## src/rtl/chunked_add_sub.sv

```systemverilog
// Multi-cycle adder/subtractor: a WIDTH-bit operand pair is summed CHUNK bits per
// clock through a registered carry, with a start/busy/done handshake and held result.
module chunked_add_sub #(
   parameter int WIDTH = 16,
   parameter int CHUNK = 4
) (
   input  logic             clk,
   input  logic             rst,
   input  logic             start,
   input  logic [WIDTH-1:0] a,
   input  logic [WIDTH-1:0] b,
   input  logic             cin,
   input  logic             sub,
   output logic             busy,
   output logic             done,
   output logic [WIDTH-1:0] s,
   output logic             cout,
   output logic             ovf
);

   localparam int NCHUNK = WIDTH / CHUNK;
   localparam int IW     = (NCHUNK > 1) ? $clog2(NCHUNK) : 1;
   localparam logic [IW-1:0] LAST_IDX = IW'(NCHUNK - 1);

   typedef enum logic [1:0] {
      IDLE = 2'd0,
      RUN  = 2'd1,
      DONE = 2'd2
   } state_t;

   state_t           state_q, state_d;
   logic [IW-1:0]    idx_q, idx_d;
   logic             carry_q, carry_d;
   logic [WIDTH-1:0] a_q, a_d;
   logic [WIDTH-1:0] b_q, b_d;
   logic [WIDTH-1:0] s_q, s_d;
   logic             cout_q, cout_d;
   logic             ovf_q, ovf_d;

   logic [CHUNK-1:0] a_ch [NCHUNK];
   logic [CHUNK-1:0] b_ch [NCHUNK];
   logic [CHUNK-1:0] a_cur, b_cur, sum_cur;
   logic             carry_out, carry_msb_in;

   generate
      for (genvar gi = 0; gi < NCHUNK; gi++) begin : g_chunk
         assign a_ch[gi] = a_q[gi*CHUNK +: CHUNK];
         assign b_ch[gi] = b_q[gi*CHUNK +: CHUNK];
      end
   endgenerate

   // Narrow chunk adder; carry into the top bit is recovered from the sum bit.
   always_comb begin
      a_cur = a_ch[idx_q];
      b_cur = b_ch[idx_q];
      {carry_out, sum_cur} = {1'b0, a_cur} + {1'b0, b_cur} + {{CHUNK{1'b0}}, carry_q};
      carry_msb_in = a_cur[CHUNK-1] ^ b_cur[CHUNK-1] ^ sum_cur[CHUNK-1];
   end

   always_comb begin
      state_d = state_q;
      idx_d   = idx_q;
      carry_d = carry_q;
      a_d     = a_q;
      b_d     = b_q;
      s_d     = s_q;
      cout_d  = cout_q;
      ovf_d   = ovf_q;
      case (state_q)
         IDLE, DONE: begin
            state_d = IDLE;
            if (start) begin
               // Subtraction is folded into addition: a + ~b + 1.
               a_d     = a;
               b_d     = sub ? ~b : b;
               carry_d = sub ? 1'b1 : cin;
               idx_d   = '0;
               s_d     = '0;
               cout_d  = 1'b0;
               ovf_d   = 1'b0;
               state_d = RUN;
            end
         end
         RUN: begin
            for (int i = 0; i < NCHUNK; i++) begin
               if (idx_q == IW'(i)) begin
                  s_d[i*CHUNK +: CHUNK] = sum_cur;
               end
            end
            carry_d = carry_out;
            idx_d   = idx_q + 1'b1;
            if (idx_q == LAST_IDX) begin
               cout_d  = carry_out;
               ovf_d   = carry_msb_in ^ carry_out;
               idx_d   = '0;
               state_d = DONE;
            end
         end
         default: state_d = IDLE;
      endcase
   end

   always_ff @(posedge clk) begin
      if (rst) begin
         state_q <= IDLE;
         idx_q   <= '0;
         carry_q <= 1'b0;
         a_q     <= '0;
         b_q     <= '0;
         s_q     <= '0;
         cout_q  <= 1'b0;
         ovf_q   <= 1'b0;
      end else begin
         state_q <= state_d;
         idx_q   <= idx_d;
         carry_q <= carry_d;
         a_q     <= a_d;
         b_q     <= b_d;
         s_q     <= s_d;
         cout_q  <= cout_d;
         ovf_q   <= ovf_d;
      end
   end

   assign busy = (state_q == RUN);
   assign done = (state_q == DONE);
   assign s    = s_q;
   assign cout = cout_q;
   assign ovf  = ovf_q;

endmodule

```

## config.mk

```make
export PLATFORM = sky130hd
export DESIGN_NAME = chunked_add_sub
export DESIGN_NICKNAME = d
export VERILOG_FILES = /design/src/rtl/chunked_add_sub.sv
export SDC_FILE = /design/constraint.sdc
export NUM_CORES = 1
export LEC_CHECK = 0
export BUFFER_PORTS_ARGS = -buffer_cell sky130_fd_sc_hd__buf_2
export CAP_MARGIN = 20
export CORE_ASPECT_RATIO = 0.75
export CORE_MARGIN = 2
export CORE_UTILIZATION = 40
export DETAILED_ROUTE_END_ITERATION = 7
export HOLD_SLACK_MARGIN = 0.12
export PLACE_DENSITY = 0.64
export REMOVE_ABC_BUFFERS = 1
export SYNTH_ARGS = -nofsm -noshare
export SYNTH_HDL_FRONTEND = slang
export SYNTH_SLANG_ARGS = --single-unit
export TNS_END_PERCENT = 100
```

## constraint.sdc

```tcl
create_clock -name clk -period 4.6 [get_ports clk]
set_input_delay 0.46 -clock clk [delete_from_list [all_inputs] [get_ports clk]]
set_output_delay 0.46 -clock clk [all_outputs]
set_load 0.02 [all_outputs]
```

==> results.txt <==
Measured on the finished design, the core utilization comes to 0.474. The synthesized area divided by synthesized cell count is 9.70 µm². The count of hold buffers inserted by post-cts repair is 0.

The chip height came out at between 70 and 80 µm. The sum of internal, switching and leakage power came out at 0.974 mW. TritonCTS built the clock tree. The post-cts sizing count came out at 0.

The post-synthesis instance area came out at around 2700 µm². In the finished design, the share of the clock period the worst path needs comes to 0.650. During placement, the flow inserted port buffers numbering 56. The post-CTS setup buffer count came out at 0. The number of global-route vias before repair is 1854. The number of flops mapped to enable cells by yosys came out at 0. The worst-margin pin slew is 0.700 ns. Derived from the worst setup path, the maximum achievable clock frequency is 0.335 GHz. The count of max-cap constraint violations is 0. In this run the worst path has a maximum fanout of 13. The slowest stage of the critical path belongs to the cell sky130_fd_sc_hd__dfxtp_1. After legalization and detailed placement, the total HPWL measured 3670 µm.

After floorplanning, the core was sized to cover approximately 6400 µm². The antenna diode count is 0. The cell count after synthesis came out at 279. Before antenna repair, the detailed router went through 4 iterations. The aggregate global routing overflow is 0. The unique cell type count in the Yosys netlist is 32. The count of pins over their slew limit is 0. The multi-input logic area is between 1000 and 1500 µm². Routability-driven placement finished with a final weighted congestion of 0.728. Of the post-synthesis cell area, the dominant cell type holds 0.407.

The largest incremental delay on the critical path came out at 0.78 ns. Summed over all cells, the static leakage comes to 1.21 nW. The final worst setup slack is 1.61 ns. Across every metal layer, demand over resource in global routing totals 0.147. The kind of capture point of the worst setup path is a flip-flop. The fraction of layout instances using a drive strength above 1 came out at 0.296. The die width came out at a little under 100 µm.

The placement row count is 25. The number of hold violations in the final report is 0. The filler cell count in the final layout is 646.

STA classifies the critical path startpoint as a flip-flop. By count the netlist is led by 55 x sky130_fd_sc_hd__dfxtp_1, 40 x sky130_fd_sc_hd__nand2_1, 30 x sky130_fd_sc_hd__a21oi_1. The clock sink total came out at 55. The part of the Yosys area used for sequential elements came out at 0.407. The area used by sequential logic in the layout came out at around 1100 µm².

The run finished with clean final reports. After detailed routing, the number of vias per cell comes to 5.02. The cell type with the highest occurrence count on the critical path is sky130_fd_sc_hd__fa_1. The area added between synthesis and finish is 12.2%. The number of nets with antenna violations after detailed routing came out at 0. The wire length after detailed routing is 5300 µm. The cell family contributing the most delay on the critical path is adder cells.

The critical path in this run is classified as flip-flop to flip-flop. The final layout contains 367 nets. The starting density of the core came out at 0.422.

The H-tree was split into 2 levels. Data arrives at the worst endpoint at 3.20 ns. The count of synthesis-stage warnings from yosys is 0. The number of setup violations in the final report is 0. Buffers inserted during clock tree synthesis total 5.

The top-level I/O count is 57. The worst slew slack as a fraction of its limit came out at 0.533. The clock passes through at most 2 buffers. The initial antenna violation count came out at 0. The clock root buffer is sky130_fd_sc_hd__clkbuf_8.

In this run the power density over the cells is 321 nW/µm². The largest clock skew in the final design came out at 0.00437 ns. Of all cell types, the one taking the most synthesized area is sky130_fd_sc_hd__dfxtp_1. The average wire per standard cell is 13.2 µm.

Setup repair after global routing left no endpoint under its margin. The critical path contains buffers and inverters numbering 0 combined. For this run, the leading register cell type out of synthesis is sky130_fd_sc_hd__dfxtp_1. The DRC violation total after the first TritonRoute iteration is 63.

After clock tree synthesis, the clock-pin slew on the worst setup and hold paths is 0.09 ns. In this run the worst hold path is classified as input pin to flip-flop. At the placement stage, the worst setup path has a slack of 1.57 ns. The largest net degree at the start of global routing came out at 61. The clock network latency to the later pin of the worst-skew pair came out at 0.30 ns. Counting I/O delays and the setup requirement, the final critical path takes approximately 3 ns. The wire length of the first global-routing pass came out at 8680 µm. After routing, the total negative slack on setup checks comes to 0 ns. Traced cell by cell, the critical path runs through mux4_2 > fa_1 > fa_1 > a21o_1 > a21oi_4 > xnor2_1 > o31ai_2. Sorting the synthesized cells by area gives the leading types as sky130_fd_sc_hd__dfxtp_1 41%, sky130_fd_sc_hd__a211oi_2 7.4%, sky130_fd_sc_hd__mux4_2 6.7%, sky130_fd_sc_hd__xnor2_1 5.8%, sky130_fd_sc_hd__a21oi_1 5.5%. Yosys instantiated no cell more often than sky130_fd_sc_hd__dfxtp_1.

The die covers 7450 µm². The register bit count reported by yosys is 55. The worst ir drop on vdd came out at 0.144 mV. In the synthesized netlist the async set-or-reset flop fraction comes to 0. The number of vias in the routed layout is roughly 2.0k.

The DRC violation count after routing is 0. The data required time at the worst endpoint came out at about 4.8 ns.
==> cells by family after synthesis <==
logic type               Yosys count  share of synthesized area
AO/OA/AOI/OAI                     61                      0.175
XOR/XNOR                          19                     0.0642
adder cells (fa/ha/maj)            9                     0.0471
buffers and inverters             27                     0.0675
flip-flops                        55                      0.407
multiplexers                       8                     0.0665
AND/OR/NAND/NOR                  100                      0.173
==> power by group <==
part | total, mW | internal [mW] | switching (mW) | leakage (nW)
Clock | 0.265 | 0.119 | 0.147 | 0.0470
Sequential | 0.524 | 0.504 | 0.0205 | 0.450
Combinational | 0.185 | 0.0808 | 0.104 | 0.711
==> per-stage QoR <==
stage                     std cells  instance area, µm²  hold slack [ns]
after floorplan                 256                2540            0.427
after global placement          394                2930            0.442
after detailed placement        394                2930            0.447
after CTS                       401                3020            0.379
after global routing            402                3040            0.374
final                           402                3040            0.387
==> sequential cells by signal, indices dropped and copies added (netlist names) <==
| name | count |
|---|---|
| idx_q | 2 |
| carry_q | 1 |
| b_q | 16 |
| s | 16 |
| state_q | 2 |
| ovf | 1 |
| a_q | 16 |
| cout | 1 |
==> cells in the final DEF (no fill, tap or decap) <==
master | synthesis | layout
sky130_fd_sc_hd__clkinv_2 | 0 | 1
sky130_fd_sc_hd__a21oi_1 | 30 | 30
sky130_fd_sc_hd__a211o_1 | 1 | 1
sky130_fd_sc_hd__nor2_1 | 25 | 25
sky130_fd_sc_hd__xor2_2 | 1 | 1
sky130_fd_sc_hd__nand2b_1 | 1 | 1
sky130_fd_sc_hd__o21a_1 | 1 | 1
sky130_fd_sc_hd__buf_12 | 0 | 1
sky130_fd_sc_hd__nand2_1 | 40 | 40
sky130_fd_sc_hd__nand3_1 | 21 | 21
sky130_fd_sc_hd__fa_1 | 2 | 2
sky130_fd_sc_hd__o31ai_2 | 1 | 1
sky130_fd_sc_hd__mux4_2 | 8 | 8
sky130_fd_sc_hd__ha_1 | 7 | 7
sky130_fd_sc_hd__nand3b_1 | 4 | 4
sky130_fd_sc_hd__a22oi_1 | 1 | 1
sky130_fd_sc_hd__a21oi_4 | 1 | 1
sky130_fd_sc_hd__xnor2_1 | 18 | 18
sky130_fd_sc_hd__dfxtp_1 | 55 | 55
sky130_fd_sc_hd__inv_1 | 4 | 4
sky130_fd_sc_hd__a21oi_2 | 1 | 1
sky130_fd_sc_hd__clkbuf_8 | 0 | 6
sky130_fd_sc_hd__buf_4 | 4 | 1
sky130_fd_sc_hd__nor3_1 | 1 | 1
sky130_fd_sc_hd__o21ai_0 | 2 | 2
sky130_fd_sc_hd__nand2b_4 | 1 | 1
sky130_fd_sc_hd__o31ai_1 | 4 | 4
sky130_fd_sc_hd__nor2b_4 | 1 | 1
sky130_fd_sc_hd__nor2b_1 | 1 | 1
sky130_fd_sc_hd__nand4b_1 | 5 | 5
sky130_fd_sc_hd__a21o_1 | 3 | 3
sky130_fd_sc_hd__buf_2 | 5 | 56
sky130_fd_sc_hd__a211oi_2 | 16 | 16
==> layer usage <==
layer  GRT usage  routed length [µm]
met5           0                   0
met4      0.0411                  48
met3      0.0353                 254
met2       0.231                2250
met1       0.204                2750
==> layout make-up <==
class | count | share of cell area
clock inverter | 1 | 0.00165
multi-input combinational | 197 | 0.469
timing repair buffer | 58 | 0.101
sequential | 55 | 0.363
tap | 81 | 0.0334
inverter | 4 | 0.00494
clock buffer | 6 | 0.0272
==> tightest hold or removal path, stage by stage <==
cell	delay, ns
sky130_fd_sc_hd__buf_2	0.09
sky130_fd_sc_hd__nand2_1	0.04
sky130_fd_sc_hd__a21oi_1	0.05
==> final timing paths <==
path | from | end | slack [ns] | cells past startpoint
setup / recovery | idx_q[0] | ovf | 1.61 | 7
hold / removal | a[14] | a_q[14] | 0.39 | 3
setup reg to reg | idx_q[0] | ovf | 1.61 | 7
hold reg to reg | a_q[2] | a_q[2] | 0.46 | 2
Power figures use the tool's default switching activity.
